[src/rtl/if_id_stall_ctrl.sv]
// PC register and IF/ID pipeline register with load-use stall, branch flush,
// saturating stall/flush counters and a consecutive-stall watchdog.
module if_id_stall_ctrl #(
   parameter int unsigned DATA_W    = 32,
   parameter int unsigned CNT_W     = 16,
   parameter int unsigned MAX_STALL = 8
) (
   input  logic              clk,
   input  logic              arst_n,
   input  logic              enable,
   input  logic              pc_write,
   input  logic              if_id_write,
   input  logic              hazard_detected,
   input  logic              branch_taken,
   input  logic [DATA_W-1:0] branch_target,
   input  logic [DATA_W-1:0] instr_in,
   output logic [DATA_W-1:0] pc_out,
   output logic [DATA_W-1:0] if_id_pc,
   output logic [DATA_W-1:0] if_id_instr,
   output logic              if_id_valid,
   output logic              id_ex_bubble,
   output logic [1:0]        ctrl_state,
   output logic [CNT_W-1:0]  stall_count,
   output logic [CNT_W-1:0]  flush_count,
   output logic              stall_timeout
);

   typedef enum logic [1:0] {
      ST_RUN   = 2'd0,
      ST_STALL = 2'd1,
      ST_FLUSH = 2'd2
   } state_t;

   state_t     state_q, state_d;
   logic       stall_cyc;
   logic [7:0] run_len_q;
   logic [7:0] run_len_inc;

   assign ctrl_state  = state_q;
   assign run_len_inc = (run_len_q == 8'hFF) ? run_len_q : run_len_q + 8'd1;

   // A FLUSH cycle has a bubble in IF/ID, so hazard inputs are meaningless there.
   always_comb begin
      state_d      = state_q;
      stall_cyc    = 1'b0;
      id_ex_bubble = 1'b0;
      if (enable && arst_n) begin
         if (branch_taken) begin
            state_d      = ST_FLUSH;
            id_ex_bubble = 1'b1;
         end else if (hazard_detected && (state_q != ST_FLUSH)) begin
            state_d      = ST_STALL;
            stall_cyc    = 1'b1;
            id_ex_bubble = 1'b1;
         end else begin
            state_d = ST_RUN;
         end
      end
   end

   always_ff @(posedge clk or negedge arst_n) begin
      if (!arst_n) begin
         state_q       <= ST_RUN;
         pc_out        <= '0;
         if_id_pc      <= '0;
         if_id_instr   <= '0;
         if_id_valid   <= 1'b0;
         stall_count   <= '0;
         flush_count   <= '0;
         stall_timeout <= 1'b0;
         run_len_q     <= '0;
      end else if (enable) begin
         state_q <= state_d;
         if (branch_taken) begin
            pc_out      <= branch_target;
            if_id_pc    <= '0;
            if_id_instr <= '0;
            if_id_valid <= 1'b0;
            run_len_q   <= '0;
            if (flush_count != '1) flush_count <= flush_count + CNT_W'(1);
         end else begin
            if (pc_write) pc_out <= pc_out + DATA_W'(4);
            if (if_id_write) begin
               if_id_instr <= instr_in;
               if_id_pc    <= pc_out;
               if_id_valid <= 1'b1;
            end
            if (stall_cyc) begin
               if (stall_count != '1) stall_count <= stall_count + CNT_W'(1);
               run_len_q <= run_len_inc;
               if (run_len_inc == 8'(MAX_STALL)) stall_timeout <= 1'b1;
            end else begin
               run_len_q <= '0;
            end
         end
      end
   end

endmodule

[config.mk]
export PLATFORM = sky130hd
export DESIGN_NAME = if_id_stall_ctrl
export DESIGN_NICKNAME = d
export VERILOG_FILES = /design/src/rtl/if_id_stall_ctrl.sv
export SDC_FILE = /design/constraint.sdc
export NUM_CORES = 1
export LEC_CHECK = 0
export BUFFER_PORTS_ARGS = -buffer_cell sky130_fd_sc_hd__buf_2
export CAP_MARGIN = 0
export CORE_UTILIZATION = 25
export CTS_BUF_LIST = sky130_fd_sc_hd__clkbuf_16
export CTS_CLUSTER_SIZE = 28
export DETAILED_ROUTE_END_ITERATION = 10
export MAX_ROUTING_LAYER = met4
export PLACE_DENSITY = 0.46
export SYNTH_ARGS = -nofsm -noshare
export SYNTH_HDL_FRONTEND = slang
export SYNTH_SLANG_ARGS = --single-unit
[constraint.sdc]
create_clock -name clk -period 4.34 [get_ports clk]
set_clock_uncertainty 0.15 [all_clocks]
set_input_delay 0.868 -clock clk [delete_from_list [all_inputs] [get_ports clk]]
set_output_delay 0.868 -clock clk [all_outputs]
set_load 0.005 [all_outputs]
## Word-level counts from Yosys, hierarchy flattened

Cells that the tools add are included.

| operators by class | value |
|---|---|
| reduce and logical (&&, ||, !) cells | 10 |
| multiply operators | 0 |
| add/sub/neg operators | 4 |
| div/mod/pow operators | 0 |
| $lt $le $gt $ge | 0 |
| shifts and indexed selects | 0 |
| mux-type cells | 18 |
| bitwise operators | 1 |
| equal/unequal tests | 5 |

Operator list:

| cell | count |
|---|---|
| 2-to-1 mux 32 bit | 6 |
| adder 16 x 1 -> 16 bit, second input constant | 2 |
| adder 32 x 3 -> 32 bit, second input constant | 1 |
| != test 16 bit, second input constant | 2 |
| 2-to-1 mux 8 bit | 3 |
| adder 8 x 1 -> 8 bit, second input constant | 1 |
| == test 8 x 4 -> 1 bit, second input constant | 1 |
| == test 8 bit, second input constant | 1 |
| 2-to-1 mux 1 bit | 8 |
| AND reduction 4 bit | 2 |
| AND reduction 2 bit | 3 |
| nonzero test 2 bit | 2 |
| AND reduction 3 bit | 1 |
| logical AND 1 bit | 2 |
| 2-to-1 mux 2 bit | 1 |
| != test 2 bit, second input constant | 1 |
| NOT 1 bit | 1 |

| storage, ports and cells | value |
|---|---|
| memories | 0 |
| bits in read-only memories | 0 |
| latch bits | 0 |
| output and inout bits | 133 |
| word-level logic and storage cells | 47 |
| bits in writable memories | 0 |
| bits of input ports | 71 |
| register bits | 140 |

## Logic depth before layout (Yosys ltp)

Gate-level depths: netlist of the first run.

| logic depth | value |
|---|---|
| depth after elaboration | 7 |
| gate-level depth with buffers | 7 |
| depth with buffers taken out | 6 |

## Least setup slack after synthesis of the first run

Ideal clock, no wire load.

| timing | value |
|---|---|
| path kind | input to output |
| start point | in branch_taken |
| end point | out id_ex_bubble |
| slack | 1.528 ns |
| arrival | 1.794 ns |
| data required time | 3.322 ns |
| cell stages on the path | 5 |
| path buffers | 3 |
| path through | clkbuf_1 > inv_1 > clkbuf_1 > clkbuf_1 > a21oi_1 |

| between the ends | value |
|---|---|
| word-level cells in the longest chain between the ends | 2 |

RTL lines:

| element | RTL line | text |
|---|---|---|
| start, declared | 14 | `input logic branch_taken,` |
| 2-to-1 mux 1 bit | 48 | `if (branch_taken) begin` |
| 2-to-1 mux 1 bit | 47 | `if (enable && arst_n) begin` |
| end, declared | 21 | `output logic id_ex_bubble,` |

Every way passes these cells.

## Final worst setup path of the first run

Same ends and word-level chain as after synthesis.

==> results of run 1 <==
cells in the mapped netlist, types with 3 or more instances:
library cell	count	share of area
buf_2	3	0.0023
nor2_1	40	0.023
and2_1	5	0.0049
o22ai_1	11	0.011
xor2_1	13	0.018
ha_1	4	0.0078
clkbuf_1	28	0.016
nand2b_1	4	0.0039
inv_1	6	0.0035
and3_1	12	0.012
mux2i_1	9	0.014
xnor2_1	16	0.022
o21ai_0	24	0.019
a31oi_1	5	0.0049
a221o_1	3	0.0047
a22oi_1	9	0.010
o31ai_1	3	0.0035
buf_1	9	0.0052
nor3_1	10	0.0078
or3_1	3	0.0029
nand3_1	28	0.022
dfrtp_1	140	0.54
nor4_1	3	0.0029
and4_1	10	0.014
a22o_1	65	0.088
nand4_1	28	0.027
nand2_1	58	0.034
nor2b_1	5	0.0049
mux2_2	4	0.0070
a21oi_1	24	0.019
area by class of cell:
| cell class | count | share of cell area |
|---|---|---|
| sequential | 140 | 0.416 |
| multi-input combinational | 425 | 0.330 |
| timing repair buffer | 212 | 0.131 |
| clock buffer | 17 | 0.0506 |
| tap | 330 | 0.0491 |
| clock inverter | 15 | 0.0193 |
| inverter | 6 | 0.00268 |
| antenna | 4 | 0.00119 |
power breakdown:
group	leakage [µW]	switching (µW)	internal, µW	total [µW]
logic	0.00202	273	265	538
clock network	0.000286	630	856	1490
registers	0.00182	187	1450	1630
total	0.00412	1090	2570	3660
per-stage QoR:
stage	instance area [µm²]	worst slack (ns)	hold slack (ns)	total power, µW
final	8420	1.47	0.181	3660
after global routing	8420	1.37	0.187	3860
after CTS	8410	1.47	0.187	3720
after detailed placement	7820	1.28	0.325	2210
after global placement	7820	1.33	0.311	2200
after floorplan	6440	1.53	0.310	1880
how the worst min path moves through the flow:
stage / from / to / depth (start not counted)
after floorplan: stall_timeout / stall_timeout / 1
after global placement: stall_timeout / stall_timeout / 1
after detailed placement: flush_count[15] / flush_count[15] / 1
after CTS: arst_n / if_id_instr[13] / 1
after global routing: arst_n / if_id_instr[13] / 1
final: arst_n / if_id_instr[13] / 1
cells by family after synthesis:
family | count (synthesis) | synth area share
XOR/XNOR | 29 | 0.0394
multiplexers | 14 | 0.0227
adder cells (fa/ha/maj) | 4 | 0.00777
buffers and inverters | 46 | 0.0274
AND/OR/NAND/NOR | 214 | 0.170
AO/OA/AOI/OAI | 164 | 0.189
flip-flops | 140 | 0.544
worst max-delay path: cells and delay by family:
family                 cells  cell delay (ns)
AOI/OAI and AO/OA          1             0.17
buffers and inverters      3             0.80
sequential cells by signal, summed over array words and instances, names as in the netlist:
name / flops
stall_timeout: 1
ctrl_state: 2
run_len_q: 8
pc_out: 32
if_id_pc: 32
flush_count: 16
stall_count: 16
if_id_instr: 32
if_id_valid: 1
per-layer routing:
| layer | global-route usage | routed length, µm | vias to the layer above |
|---|---|---|---|
| met1 | 0.210 | 9580 | 2675 |
| met3 | 0.0458 | 1480 | 13 |
| met4 | 0.0433 | 189 | 0 |
| li1 | - | - | 2679 |
| met5 | - | 0 | - |
| met2 | 0.247 | 9160 | 174 |
==> impl_metrics.json, run 1 <==
{
  "cpPeakStageDelay_ns": 0.45,
  "port-buffer-count": 203,
  "cts_num_sinks": 140,
  "via_per_inst": 4.82,
  "path_class": "primary input to primary output",
  "setup_tns_ns": 0,
  "layout_min_cycle_time_ns": 2.87,
  "coreArea_um2": 25300,
  "final_antenna_net_count": 0,
  "ctsResizeCount": 0,
  "p_leak_uw": 0.00412,
  "fin_cells": 1149,
  "vias": 5541,
  "std_cell_rows": 58,
  "layout_commonest_cell": "buf_2",
  "grt_overflow": 0,
  "routedWlPerCell_um": 17.8,
  "endpoint": "id_ex_bubble",
  "crit_path_start": "branch_taken",
  "synth-async-reset-ratio": 1.00,
  "drt_iter0_drc": 414,
  "grt_pass1_wl_um": 31900,
  "path_clk_slew_ns": 0.07,
  "synth_seq_area_share": 0.544,
  "synth_edf_count": 0,
  "clockBufferDepth": 2,
  "irDropWorstVdd_v": 0.000208,
  "cts_buffers": 17,
  "worstSkewPairLatency_ns": 0.43,
  "cts_root_buf": "clkbuf_16",
  "dieArea_um2": 26400,
  "fin_nets": 877,
  "layout-drive-gt1-share": 0.310,
  "synth_cells": 611,
  "cp-end-kind": "primary output",
  "routed_wirelength_um": 20400,
  "yosysWarnings": 0,
  "synth_cell_types": 54,
  "netlist_area_um2": 6440,
  "ff2ff_setup_slack_ns": 2.16,
  "rsz0062_at_grt": "false",
  "maxCapViolCount": 0,
  "grt_pass1_vias": 5444,
  "place_inst": 1113,
  "ys_ff_latch": 140,
  "antenna_found_initial": 4,
  "fmaxAchievable_mhz": 349,
  "worst_slew_pin_slew_ns": 0.838,
  "start_util": 0.255,
  "r2r_cells": 5,
  "holdCritPathClass": "primary input to asynchronous set/reset pin",
  "postCtsHoldBufs": 0,
  "dp_hpwl_um": 14200,
  "cpMostUsedCell": "buf_2",
  "synth-main-ff-cell": "dfrtp_1",
  "fillCellCount": 2619,
  "critPathMaxFanout": 27,
  "post-route-period-util": 0.660,
  "multiInputGateArea_um2": 2780,
  "firstDrtPassIters": 5,
  "rr_startpoint": "pc_out[8]",
  "drv_slew": 0,
  "dieWidth_um": 163,
  "htree_levels": 4,
  "cp_cell_sequence": "buf_2, inv_1, a21oi_1, buf_2",
  "grt_max_degree": 65,
  "cts_setup_buffers": 0,
  "slew_headroom": 0.427,
  "die_y_um": 163,
  "arrival_ns": 1.85,
  "finalHoldViolations": 0,
  "synth_fp_nets": 686,
  "final_util": 0.333,
  "worst_path_max_delay_cell": "buf_2",
  "layout_common_cells": "buf_2 (202), dfrtp_1 (140), a22o_1 (65)",
  "grt_usage": 0.162,
  "crit_path_start_kind": "primary input",
  "avgSynthCellArea_um2": 10.5,
  "area_growth_pct": 30.6,
  "worstPathRequired_ns": 3.32,
  "powerDensity_nw_per_um2": 434,
  "cts_tree": "built",
  "gp_congestion": 0.773,
  "io_pins": 204,
  "drc": 0,
  "status": "finished clean",
  "rr_endpoint": "pc_out[24]",
  "setup_viol": 0,
  "seq_area_um2": 3500
}
Note: power is estimated with default switching activity, not from simulation.
==> inputs of run 2 (changes only) <==
clock period = 2.8 ns   (was 4.34 ns; I/O delays follow)
==> run 2 against run 1 <==
  * Clock power rose by 45%
  * Via count grew 2.3%
  * Routed wire length grew 0.49%
  * Count of clock-buffer cells in the layout stayed put
  * Global-route usage decreased by 0.26 points
  * Setup slack worse by 1.2 ns
  * Combinational power up 66%
  * Die area unchanged
==> impl_metrics.json, run 2 (synthesis gave the netlist of run 1 again) <==
{
  "status": "finished clean",
  "layout_common_cells": "buf_2 (202), dfrtp_1 (140), a22o_1 (65)",
  "place_inst": 1127,
  "grt_max_degree": 68,
  "finalHoldViolations": 0,
  "coreArea_um2": 25300,
  "clockBufferDepth": 2,
  "routedWlPerCell_um": 17.6,
  "pre_cts_ws_ns": 0.365,
  "reg_top3": "if_id_instr: 32 flops, if_id_pc: 32 flops, pc_out: 32 flops",
  "slew_headroom": 0.417,
  "cpPeakStageDelay_ns": 0.65,
  "grt_pass1_vias": 5450,
  "port-buffer-count": 203,
  "fmaxAchievable_mhz": 392,
  "start_util": 0.255,
  "endpoint": "stall_count[10]",
  "crit_path_start_kind": "primary input",
  "holdCritPathClass": "primary input to register",
  "postCtsHoldBufs": 1,
  "area_growth_pct": 31.9,
  "vias": 5667,
  "rr_endpoint": "pc_out[24]",
  "path_delay_family": "simple AND/OR/NAND/NOR gates",
  "cts_tree": "built",
  "fin_cells": 1165,
  "layout_min_cycle_time_ns": 2.55,
  "die_y_um": 163,
  "dp_hpwl_um": 14400,
  "critPathBufInv": 2,
  "worstPathRequired_ns": 2.95,
  "final_antenna_net_count": 0,
  "ctsResizeCount": 0,
  "layout-drive-gt1-share": 0.322,
  "worst_slew_pin_slew_ns": 0.874,
  "ff2ff_setup_slack_ns": 0.59,
  "antenna_found_initial": 4,
  "cts_num_sinks": 140,
  "dieWidth_um": 163,
  "rsz0062_at_grt": "false",
  "drt_iter0_drc": 348,
  "cts_root_buf": "clkbuf_16",
  "worstSkewPairLatency_ns": 0.42,
  "path_clk_slew_ns": 0.07,
  "critPathMaxFanout": 6,
  "cp_cell_sequence": "dlygate4sd3_1, buf_6, nand2_2, or4b_1, a311oi_4, nand4_1, xnor2_1",
  "setup_tns_ns": 0,
  "maxCapViolCount": 0,
  "p_total_uw": 5550,
  "fin_nets": 892,
  "arrival_ns": 2.70,
  "io_pins": 204,
  "path_class": "primary input to register",
  "grt_usage": 0.159,
  "post-route-period-util": 0.911,
  "cts_buffers": 17,
  "std_cell_rows": 58,
  "irDropWorstVdd_v": 0.000326,
  "worst_slack_ns": 0.249,
  "worst_path_max_delay_cell": "or4b_1",
  "crit_path_start": "arst_n",
  "firstDrtPassIters": 6,
  "via_per_inst": 4.86,
  "htree_levels": 4,
  "drv_slew": 0,
  "drc": 0,
  "cp_num_cells": 7,
  "setup_viol": 0,
  "routed_wirelength_um": 20500,
  "powerDensity_nw_per_um2": 653,
  "cp-end-kind": "register",
  "gp_congestion": 0.745,
  "cts_setup_buffers": 0,
  "hold_depth": 3,
  "r2r_cells": 5,
  "layout_commonest_cell": "buf_2",
  "holdWs_ns": 0.187,
  "rr_startpoint": "pc_out[11]",
  "grt_pass1_wl_um": 31500,
  "dieArea_um2": 26400,
  "grt_overflow": 0,
  "p_leak_uw": 0.00417
}
==> run 2: worst min-delay path by stage <==
| stage | startpoint | slack, ns | to |
|---|---|---|---|
| global route | branch_target[1] | 0.19 | pc_out[1] |
| finish | branch_target[1] | 0.19 | pc_out[1] |
| detailed placement | stall_timeout | 0.31 | stall_timeout |
| global placement | stall_timeout | 0.31 | stall_timeout |
| CTS | branch_target[1] | 0.17 | pc_out[1] |
| floorplan | arst_n | 0.11 | ctrl_state[0] |
==> run 2: power by group <==
part | total, µW | internal (µW) | switching [µW]
Clock | 2160 | 1220 | 944
Sequential | 2490 | 2240 | 250
Combinational | 895 | 439 | 457
Total | 5550 | 3900 | 1650
==> run 2: metal layers <==
| layer | vias up | global-route usage | routed length, µm |
|---|---|---|---|
| met1 | 2766 | 0.213 | 9640 |
| met5 | - | - | 0 |
| met4 | 0 | 0.0382 | 161 |
| li1 | 2705 | - | - |
| met2 | 182 | 0.243 | 9440 |
| met3 | 14 | 0.0369 | 1280 |
==> run 2: cell type report <==
cell class              count  area, µm²
fillers                  2613      16800
flip-flops and latches    140       3500
multi-input cells         425       2780
repair buffers            227       1220
clock buffers              17        425
well taps                 330        413
clock inverters            15        126
inverters                   6       22.5
diodes                      5       12.5
==> run 2: metrics by stage <==
stage	utilization	instance area [µm²]
global route	0.336	8490
finish	0.336	8500
global placement	0.314	7920
floorplan	-	6440
CTS	0.336	8480
detailed placement	0.314	7920
==> run 2: tightest hold or removal path, cell delays in order <==
cell and delay, ns:
buf_2 0.08, nand2_1 0.04, nand2_1 0.05
==> inputs of run 3 (changes only) <==
RECOVER_POWER = 100   (was default)
==> run 3 against run 2 <==
  * Setup slack worse by 0.057 ns
  * Clock power hardly changed
  * Register-to-register slack got worse by 0.14 ns
  * Hold slack better by 0.0015 ns
  * Core utilization fell by 0.53 points
  * Critical path type unchanged
  * Critical endpoint unchanged
  * Cell count about the same
==> impl_metrics.json, run 3 (synthesis gave the netlist of run 1 again) <==
{
  "post-route-period-util": 0.932,
  "layout_commonest_cell": "buf_2",
  "vias": 5685,
  "drt_iter0_drc": 323,
  "die_y_um": 163,
  "drv_slew": 0,
  "std_cell_rows": 58,
  "reg_top3": "if_id_instr: 32 flops, if_id_pc: 32 flops, pc_out: 32 flops",
  "postPlaceCellArea_um2": 7920,
  "irDropWorstVdd_v": 0.000319,
  "setup_tns_ns": 0,
  "fin_nets": 892,
  "fin_cells": 1164,
  "coreArea_um2": 25300,
  "port-buffer-count": 203,
  "powerDensity_nw_per_um2": 659,
  "dieWidth_um": 163,
  "clockPowerShare": 0.393,
  "drc": 0,
  "path_clk_slew_ns": 0.07,
  "grt_usage": 0.159,
  "place_inst": 1127,
  "fin_area_um2": 8360,
  "ff2ff_setup_slack_ns": 0.45,
  "grt_pass1_vias": 5450,
  "start_util": 0.255,
  "io_pins": 204,
  "rsz0062_at_grt": "false",
  "hold_depth": 3,
  "cts_root_buf": "clkbuf_16",
  "hold-path-endpoint": "pc_out[1]",
  "path_delay_family": "simple AND/OR/NAND/NOR gates",
  "maxCapViolCount": 0,
  "arrival_ns": 2.75,
  "antenna_found_initial": 4,
  "dp_hpwl_um": 14400,
  "p_leak_uw": 0.00392,
  "area_growth_pct": 29.8,
  "p_total_uw": 5510,
  "p_seq_frac": 0.453,
  "routed_wirelength_um": 20600,
  "path_class": "primary input to register",
  "grt_overflow": 0,
  "cp-end-kind": "register",
  "finalHoldViolations": 0,
  "intPower_uw": 3850,
  "cts_buffers": 17,
  "layout_common_cells": "buf_2 (145), dfrtp_1 (140), clkbuf_1 (67)",
  "layout_min_cycle_time_ns": 2.61,
  "fillCellCount": 2652,
  "power_frac_comb": 0.154,
  "worst_path_max_delay_cell": "or4b_1",
  "via_per_inst": 4.88,
  "worst_slew_pin_slew_ns": 1.14,
  "critPathBufInv": 2,
  "cpPeakStageDelay_ns": 0.67,
  "worstHoldStart": "branch_target[1]",
  "cp_cell_sequence": "dlygate4sd3_1, buf_6, nand2_1, or4b_1, a311oi_4, nand4_1, xnor2_1",
  "status": "finished clean",
  "firstDrtPassIters": 4,
  "fmaxAchievable_mhz": 383,
  "p_sw_uw": 1660,
  "holdCritPathClass": "primary input to register",
  "crit_path_start": "arst_n",
  "setup_viol": 0,
  "r2r_cells": 6,
  "dieArea_um2": 26400,
  "rr_startpoint": "pc_out[8]",
  "crit_path_start_kind": "primary input",
  "gp_congestion": 0.745,
  "grt_max_degree": 68,
  "htree_levels": 4,
  "final_util": 0.331,
  "routedWlPerCell_um": 17.7,
  "switching_share": 0.300,
  "grt_pass1_wl_um": 31500,
  "slew_headroom": 0.239,
  "cts_tree": "built",
  "rr_endpoint": "pc_out[24]",
  "clockBufferDepth": 2,
  "layout-drive-gt1-share": 0.237,
  "cts_num_sinks": 140,
  "final_antenna_net_count": 0,
  "worstSkewPairLatency_ns": 0.41,
  "critPathMaxFanout": 6,
  "worstPathRequired_ns": 2.95
}
-- run 3: changes by cell type in the layout (fill, tap and decap cells not counted), moves of 3 or more --
cell	delta
clkbuf_1	+67
buf_2	-57
buf_4	-16
clkbuf_4	+3
-- run 3: final cells by class --
type / instances / area [µm²] / area share
Timing Repair Buffer: 227 / 1100 / 0.132
Multi-Input combinational cell: 425 / 2760 / 0.330
Sequential cell: 140 / 3500 / 0.419
Inverter: 6 / 22.5 / 0.00269
Clock inverter: 15 / 126 / 0.0151
Clock buffer: 17 / 425 / 0.0509
Antenna cell: 4 / 10.0 / 0.00120
Tap cell: 330 / 413 / 0.0494
-- run 3: repair_timing --
action	CTS	global route
gates resized for setup	0	0
setup buffers	0	0
hold buffers	1	0
hold endpoints to repair	13	0
-- run 3: how the worst max path moves through the flow --
stage               cells after the start               to  slack, ns
finish                                  7  stall_count[10]       0.19
global route                            7  stall_count[10]       0.07
CTS                                     7  stall_count[10]       0.25
detailed placement                      6  stall_count[10]       0.36
global placement                        6  stall_count[10]       0.41
floorplan                               6  stall_count[10]       0.54
-- run 3: routing by layer --
| metal | up-vias | GRT usage | part of all wire |
|---|---|---|---|
| met5 | - | - | 0 |
| li1 | 2705 | - | - |
| met4 | 0 | 0.0382 | 0.0074 |
| met3 | 11 | 0.0369 | 0.065 |
| met1 | 2776 | 0.213 | 0.47 |
| met2 | 193 | 0.243 | 0.46 |
-- run 3: per-stage QoR --
step           hold WS [ns]  setup slack [ns]
6_report              0.189             0.192
5_1_grt               0.187            0.0743
4_1_cts               0.169             0.247
3_5_place_dp          0.313             0.365
3_3_place_gp          0.309             0.405
2_1_floorplan         0.114             0.541
-- run 3: worst reg2reg max path, delay by kind of cell (launching register included) --
kind,cells,cell delay [ns]
DFF,1,0.32
and+or+nand+nor,5,1.48
buffers and inverters,1,0.35
-- run 3: power groups by stage --
stage	combinational, µW	clock, µW	sequential [µW]
6_report	848	2170	2500
5_1_grt	961	2330	2540
4_1_cts	920	2240	2500
3_5_place_dp	915	0	2530
3_3_place_gp	910	0	2530
2_1_floorplan	420	0	2490
